$ cat config.mk
export PLATFORM = sky130hd
export DESIGN_NAME = nvram_arbiter
export DESIGN_NICKNAME = d
export VERILOG_FILES = /design/src/rtl/nvram_arbiter.sv
export SDC_FILE = /design/constraint.sdc
export NUM_CORES = 1
export LEC_CHECK = 0
export CAP_MARGIN = 20
export CELL_PAD_IN_SITES_DETAIL_PLACEMENT = 0
export CELL_PAD_IN_SITES_GLOBAL_PLACEMENT = 1
export CORE_UTILIZATION = 30
export CTS_CLUSTER_DIAMETER = 40
export DETAILED_ROUTE_END_ITERATION = 8
export PLACE_DENSITY = 0.85
export SYNTH_ARGS = -nofsm -noshare
export SYNTH_HDL_FRONTEND = slang
export SYNTH_SLANG_ARGS = --single-unit
export TNS_END_PERCENT = 50
$ cat constraint.sdc
create_clock -name clk30 -period 1.73 [get_ports clk30]
set_input_delay 0.173 -clock clk30 [delete_from_list [all_inputs] [get_ports clk30]]
set_output_delay 0.173 -clock clk30 [all_outputs]
set_load 0.02 [all_outputs]
$ cat src/rtl/nvram_arbiter.sv
// nvram_arbiter: two-port (CPU / HPS) arbiter in front of a single-port
// synchronous 8 KiB NVRAM.
//
// Each access takes three cycles: grant (IDLE), RAM access (ACCESS) and
// acknowledge (DONE). Simultaneous requests are resolved round-robin. A
// served flag per port ensures that a request held high is acknowledged
// only once.
//
// Ports
//   clk30, reset                 clock and asynchronous active-high reset
//   cpu_req/we/addr/din          CPU request, direction, byte address, write data
//   cpu_dout, cpu_ack            CPU read data and one-cycle acknowledge
//   hps_req/we/addr/din          HPS backup/restore request (same semantics)
//   hps_dout, hps_ack            HPS read data and one-cycle acknowledge
//   allow_cpu                    gates new CPU grants
//   ram_addr, ram_we, ram_din    registered RAM controls
//   ram_q                        RAM read data (one cycle after ram_addr)
//   cpu_changed                  one-cycle pulse per completed CPU write
//   dirty_clr, dirty             present only with NVRAM_DIRTY_TRACK_EN defined;
//                                sticky "CPU has written" flag and its clear
module nvram_arbiter (
  input  logic        clk30,
  input  logic        reset,
  input  logic        cpu_req,
  input  logic        cpu_we,
  input  logic [12:0] cpu_addr,
  input  logic [7:0]  cpu_din,
  output logic [7:0]  cpu_dout,
  output logic        cpu_ack,
  input  logic        hps_req,
  input  logic        hps_we,
  input  logic [12:0] hps_addr,
  input  logic [7:0]  hps_din,
  output logic [7:0]  hps_dout,
  output logic        hps_ack,
  input  logic        allow_cpu,
  output logic [12:0] ram_addr,
  output logic        ram_we,
  output logic [7:0]  ram_din,
  input  logic [7:0]  ram_q,
  output logic        cpu_changed
`ifdef NVRAM_DIRTY_TRACK_EN
  ,
  input  logic        dirty_clr,
  output logic        dirty
`endif
);

  localparam int unsigned AW = 13;
  localparam int unsigned DW = 8;

  typedef enum logic [1:0] {
    ST_IDLE   = 2'd0,
    ST_ACCESS = 2'd1,
    ST_DONE   = 2'd2
  } state_t;

  state_t        state_q;
  logic          gnt_hps_q;     // port owning the current access
  logic          wr_q;          // current access is a write
  logic          last_hps_q;    // HPS won the most recent contested grant
  logic          cpu_served_q, cpu_served_d;
  logic          hps_served_q, hps_served_d;
  logic [AW-1:0] ram_addr_q;
  logic          ram_we_q;
  logic [DW-1:0] ram_din_q;
  logic [DW-1:0] cpu_dout_q;
  logic [DW-1:0] hps_dout_q;
  logic          cpu_ack_q;
  logic          hps_ack_q;
  logic          cpu_changed_q;

  logic          cpu_elig_c;
  logic          hps_elig_c;
  logic          pick_hps_c;
  logic          done_c;
  logic [DW-1:0] rd_data_c;

  // Eligibility, round-robin pick and acknowledge data
  always_comb begin
    cpu_elig_c = cpu_req & ~cpu_served_q & allow_cpu;
    hps_elig_c = hps_req & ~hps_served_q;
    // HPS wins when alone, or on a tie when the CPU won the previous tie
    pick_hps_c = hps_elig_c & (~cpu_elig_c | ~last_hps_q);
    done_c     = (state_q == ST_DONE);
    // Writes return the written byte rather than the RAM's read-during-write value
    rd_data_c  = wr_q ? ram_din_q : ram_q;
  end

  // Served flags: set on the acknowledge, cleared whenever req is low
  always_comb begin
    cpu_served_d = cpu_served_q;
    hps_served_d = hps_served_q;
    if (done_c && !gnt_hps_q) cpu_served_d = 1'b1;
    if (done_c &&  gnt_hps_q) hps_served_d = 1'b1;
    if (!cpu_req) cpu_served_d = 1'b0;
    if (!hps_req) hps_served_d = 1'b0;
  end

  always_ff @(posedge clk30 or posedge reset) begin
    if (reset) begin
      cpu_served_q <= 1'b0;
      hps_served_q <= 1'b0;
    end else begin
      cpu_served_q <= cpu_served_d;
      hps_served_q <= hps_served_d;
    end
  end

  // Access sequencer with registered RAM controls and port responses
  always_ff @(posedge clk30 or posedge reset) begin
    if (reset) begin
      state_q       <= ST_IDLE;
      gnt_hps_q     <= 1'b0;
      wr_q          <= 1'b0;
      last_hps_q    <= 1'b1;
      ram_addr_q    <= '0;
      ram_we_q      <= 1'b0;
      ram_din_q     <= '0;
      cpu_dout_q    <= '0;
      hps_dout_q    <= '0;
      cpu_ack_q     <= 1'b0;
      hps_ack_q     <= 1'b0;
      cpu_changed_q <= 1'b0;
    end else begin
      cpu_ack_q     <= 1'b0;
      hps_ack_q     <= 1'b0;
      cpu_changed_q <= 1'b0;
      ram_we_q      <= 1'b0;
      case (state_q)
        ST_IDLE: begin
          if (cpu_elig_c || hps_elig_c) begin
            gnt_hps_q <= pick_hps_c;
            // Priority only rotates when both ports actually contend
            if (cpu_elig_c && hps_elig_c) last_hps_q <= pick_hps_c;
            if (pick_hps_c) begin
              ram_addr_q <= hps_addr;
              ram_din_q  <= hps_din;
              ram_we_q   <= hps_we;
              wr_q       <= hps_we;
            end else begin
              ram_addr_q <= cpu_addr;
              ram_din_q  <= cpu_din;
              ram_we_q   <= cpu_we;
              wr_q       <= cpu_we;
            end
            state_q <= ST_ACCESS;
          end
        end
        ST_ACCESS: begin
          state_q <= ST_DONE;
        end
        ST_DONE: begin
          if (gnt_hps_q) begin
            hps_dout_q <= rd_data_c;
            hps_ack_q  <= 1'b1;
          end else begin
            cpu_dout_q    <= rd_data_c;
            cpu_ack_q     <= 1'b1;
            cpu_changed_q <= wr_q;
          end
          state_q <= ST_IDLE;
        end
        default: begin
          state_q <= ST_IDLE;
        end
      endcase
    end
  end

`ifdef NVRAM_DIRTY_TRACK_EN
  logic dirty_q;

  // Sticky dirty flag; a write completing in the clear cycle keeps it set
  always_ff @(posedge clk30 or posedge reset) begin
    if (reset) begin
      dirty_q <= 1'b0;
    end else if (cpu_changed_q) begin
      dirty_q <= 1'b1;
    end else if (dirty_clr) begin
      dirty_q <= 1'b0;
    end
  end

  assign dirty = dirty_q;
`endif

  assign ram_addr    = ram_addr_q;
  assign ram_we      = ram_we_q;
  assign ram_din     = ram_din_q;
  assign cpu_dout    = cpu_dout_q;
  assign hps_dout    = hps_dout_q;
  assign cpu_ack     = cpu_ack_q;
  assign hps_ack     = hps_ack_q;
  assign cpu_changed = cpu_changed_q;

endmodule

Word level (Yosys, flattened, before mapping)
Cells that the tools add are included.

storage, ports and cells
  flip-flop bits (word level) = 48
  input bits = 57
  output and inout port bits = 41
  word-level logic and storage cells = 57

cells by class
  equality and inequality tests = 5
  multiplexer cells = 18
  bitwise logic cells = 10
  reduce and logical (&&, ||, !) cells = 10

operators with widths
  cell                  count
  $mux W8               2
  $mux W1               13
  $mux W13              1
  $reduce_and A2 Y1     3
  $not A1 Y1            5
  $and A1 B1 Y1         4
  $ne A2 B1 Y1 const B  2
  $pmux W2 S2           1
  $logic_and A1 B1 Y1   3
  $reduce_and A3 Y1     1
  $eq A2 B1 Y1 const B  1
  $eq A2 B2 Y1 const B  1
  $logic_not A2 Y1      1
  $mux W2               1
  $ne A2 B2 Y1 const B  1
  $logic_not A1 Y1      1
  $logic_or A1 B1 Y1    1
  $or A1 B1 Y1          1

Depth between registers and ports, before layout
  depth after elaboration = 9
  gate-level depth with buffers = 6
  depth with buffers taken out = 4

Worst setup path after synthesis
No wires, ideal clock.

  kind = flip-flop to flip-flop
  from = reg cpu_served_q
  to = reg ram_addr_q[5], in the netlist ram_addr[5]
  library setup time = 0.132 ns
  arrival = 1.213 ns
  data required time = 1.598 ns
  slack = 0.385 ns
  stages on the path, launching flop included = 7
  buffers on the path = 2
  clock period less this slack = 1.345 ns
  cell sequence = dfrtp_1 and3b_2 a21bo_1 buf_6 buf_12 mux2i_1 o21ai_1

between the ends
  cells in the longest elaborated chain, start to end = 7
  elaborated cells between the ends (all ways) = 9
  those cells by class = mux: 1; bitwise: 6; reduce/logical: 2

RTL lines
  item                             line  RTL
  start, declared                  62    logic cpu_served_q, cpu_served_d;
  start signal, assigned           105   cpu_served_q <= cpu_served_d;
  $not A1 Y1 (*)                   81    cpu_elig_c = cpu_req & ~cpu_served_q & allow_cpu;
  $and A1 B1 Y1 (*) (2 in series)  81
  $not A1 Y1                       84    pick_hps_c = hps_elig_c & (~cpu_elig_c | ~last_hps_q);
  $or A1 B1 Y1                     84
  $and A1 B1 Y1                    84
  $mux W13                         136   if (pick_hps_c) begin
  end signal, assigned             137   ram_addr_q <= hps_addr;
  end signal, assigned             142   ram_addr_q <= cpu_addr;
  end, declared                    64    logic [AW-1:0] ram_addr_q;

Mark *: on every way between the ends. The rest lies on a longest branch, timed or not.
A chain may end at the register's enable or synchronous reset.

Final worst setup path
  from = reg ram_din_q[1], in the netlist ram_din[1]
  to = out ram_din[1]

RTL lines
  item                    line  RTL
  start, declared         66    logic [DW-1:0] ram_din_q;
  start signal, assigned  138   ram_din_q <= hps_din;
  start signal, assigned  143   ram_din_q <= cpu_din;
  end, declared           39    output logic [7:0] ram_din,

No word-level cell between the ends.

==> metrics.txt <==
Mapped Cells 184; Clock Sinks 48; top post-synthesis cells by area dfrtp_1 57%, mux2i_1 15%, nand2_1 5.7%, o21ai_1 5.6%, a21oi_1 2.0%; CTS Buffer Depth 2; TritonRoute pass-1 iters 8; antenna violations before repair 0; drt wl/cell 13.1 um; gpl congestion 0.675; Top FF cell, synth dfrtp_1; post-synthesis cell type count 25; PortBufs 97; worst path required time 1.56 ns; sequential-to-total area share from yosys stat 0.586; Synth Area per Inst 11.2 um2; Initial DRC Count 70; Post-Syn Nets 241; I/O pins 98; fill count 639; CTS tree yes; vias in the first global route 1700; delay-heaviest family, CP buffers and inverters; HPWL after DPL 3.59 mm; worst-skew pair later-pin latency 0.30 ns; CP max FO 3; Die Y-Extent 84.7 um; Via Count 1617; Achievable Freq 662 MHz; Tcrit/Tclk final 0.873; status complete, but fails checks; Final Setup Violations 0; maximum VDD drop 702 uV; Least-Margin Pin Slew 0.566 ns; share of layout cells above drive strength 1 0.0702; global-route wire length before repair 8.06 mm; Post-synth EDFFs 0; FF+latch count, synth 48; vias per cell 4.47; Post-Syn Area 0.00205 mm2; CP bufs+invs 1; CP endpoint kind output port; Synth Warn # 0; Initial Util 0.316; hold_buf cts 0; violated checks design-rule violations; Setup crit start kind flip-flop; synth cell count leaders 47 x dfrtp_1, 31 x nand2_1, 30 x mux2i_1; GRT overflow 0; Net count, final 341; number of routed nets with antenna violations 0; PD cells 1710 mW/mm2; CTS Buf Count 5; Lkg Pwr 1.46 nW; crit path cell chain clkdlybuf4s50_1; most frequent cell after synthesis dfrtp_1; Hold Path Class input port to async pin; Setup Skew 0.00639 ns; area of the die 0.00718 mm2; Final min period 1.51 ns; gr usage total 0.143; Setup Buffers After CTS 0; post-synth top area share 0.573; largest net degree at the start of global routing 49; H-tree levels 2; Power, Total 0.00555 W; Die X 84.7 um; Post-Route Setup TNS 0 ns; RSZ-0062 raised after global routing false; total length of routed wires 4.74 mm; largest area contributor in the netlist dfrtp_1; worst-path cell with the longest stage delay clkdlybuf4s50_1; Worst-path clk slew 0.09 ns; slew margin rel. 0.622; P&R area growth vs syn 58.1%; WP data arrival 1.34 ns; n_diodes 0; Core Region 0.00649 mm2; ys async rst share 1.00; critical path type flip-flop to output port; max-slew violations 0; # Max-Cap Violations 0; cts repair resizes 0; number of remaining DRC errors 4; Crit path largest cell delay 0.65 ns; final count of hold timing violations 0; Root Driver clkbuf_8; Rows 29
cells by family (layout without fill, tap and decap cells):
kind of cell | after synthesis | after routing | share of synthesized area
simple gates | 48 | 48 | 0.102
compound gates | 43 | 43 | 0.112
xor+xnor | 1 | 1 | 0.00427
mux | 30 | 30 | 0.146
flops | 48 | 48 | 0.586
buf+inv | 14 | 115 | 0.0500
cells in the final DEF, fill, tap and decap left out, drive strengths merged:
master	synthesis	routed
nor3b	1	1
inv	3	3
buf	9	7
a21bo	1	1
xnor2	1	1
and2	1	1
nor2b	2	2
o21a	2	2
bufinv	0	1
clkinv	0	1
nand3	1	1
nor2	10	10
clkdlybuf4s50	0	97
dfstp	1	1
a21oi	8	8
mux2i	30	30
clkbuf	2	6
nand2	31	31
o21ai	32	32
nand3b	1	1
and3b	1	1
dfrtp	47	47
worst paths after layout:
check                                          from  cells after the start                  endpoint  slack, ns
min in group clk30                          cpu_req                      2  cpu_served_q$_DFFE_PP0P_       0.43
setup reg to reg           cpu_served_q$_DFFE_PP0P_                      5          wr_q$_DFFE_PP0P_       0.28
setup / recovery             ram_din[1]$_DFFE_PP0P_                      1                ram_din[1]       0.22
hold / removal                                reset                      2   hps_dout[4]$_DFFE_PP0P_       0.19
hold reg to reg              state_q[1]$_DFFE_PP0P_                      1    state_q[1]$_DFFE_PP0P_       0.47
max in group asynchronous                     reset                      3    state_q[0]$_DFFE_PP0P_       1.09
layer usage:
metal | GRT usage | part of all wire
met2 | 0.246 | 0.49
met3 | 0.0511 | 0.070
met4 | 0.0370 | 0.0097
met5 | 0 | 0
met1 | 0.171 | 0.43
stage by stage:
stage	worst slack [ns]	instances	cell area (um2)	hold slack (ns)	util
floorplan	0.385	184	2050	0.295	-
global route	0.167	362	3250	0.230	0.500
detailed placement	0.0597	354	3140	0.463	0.483
finish	0.220	362	3250	0.194	0.500
global placement	0.0884	354	3140	0.452	0.483
CTS	0.193	362	3250	0.204	0.500
layout make-up:
| cell class | count | area, um2 | share of cell area |
|---|---|---|---|
| well taps | 77 | 96.3 | 0.0297 |
| inverters | 3 | 11.3 | 0.00347 |
| clock inverters | 2 | 35.0 | 0.0108 |
| multi-input cells | 122 | 756 | 0.233 |
| clock buffers | 6 | 72.6 | 0.0224 |
| flip-flops and latches | 48 | 1200 | 0.370 |
| repair buffers | 104 | 1070 | 0.331 |
where the power goes:
part | internal (W) | switching [W] | total (W)
combinational | 0.00135 | 0.00140 | 0.00275
sequential | 0.00165 | 0.000352 | 0.00200
clock | 0.000430 | 0.000374 | 0.000804
registers in the layout, indices dropped and copies added, names as in the netlist, 2 cells and up:
| name | count |
|---|---|
| ram_addr | 13 |
| cpu_dout | 8 |
| hps_dout | 8 |
| ram_din | 8 |
| state_q | 2 |
Note: power is estimated with default switching activity, not from simulation.
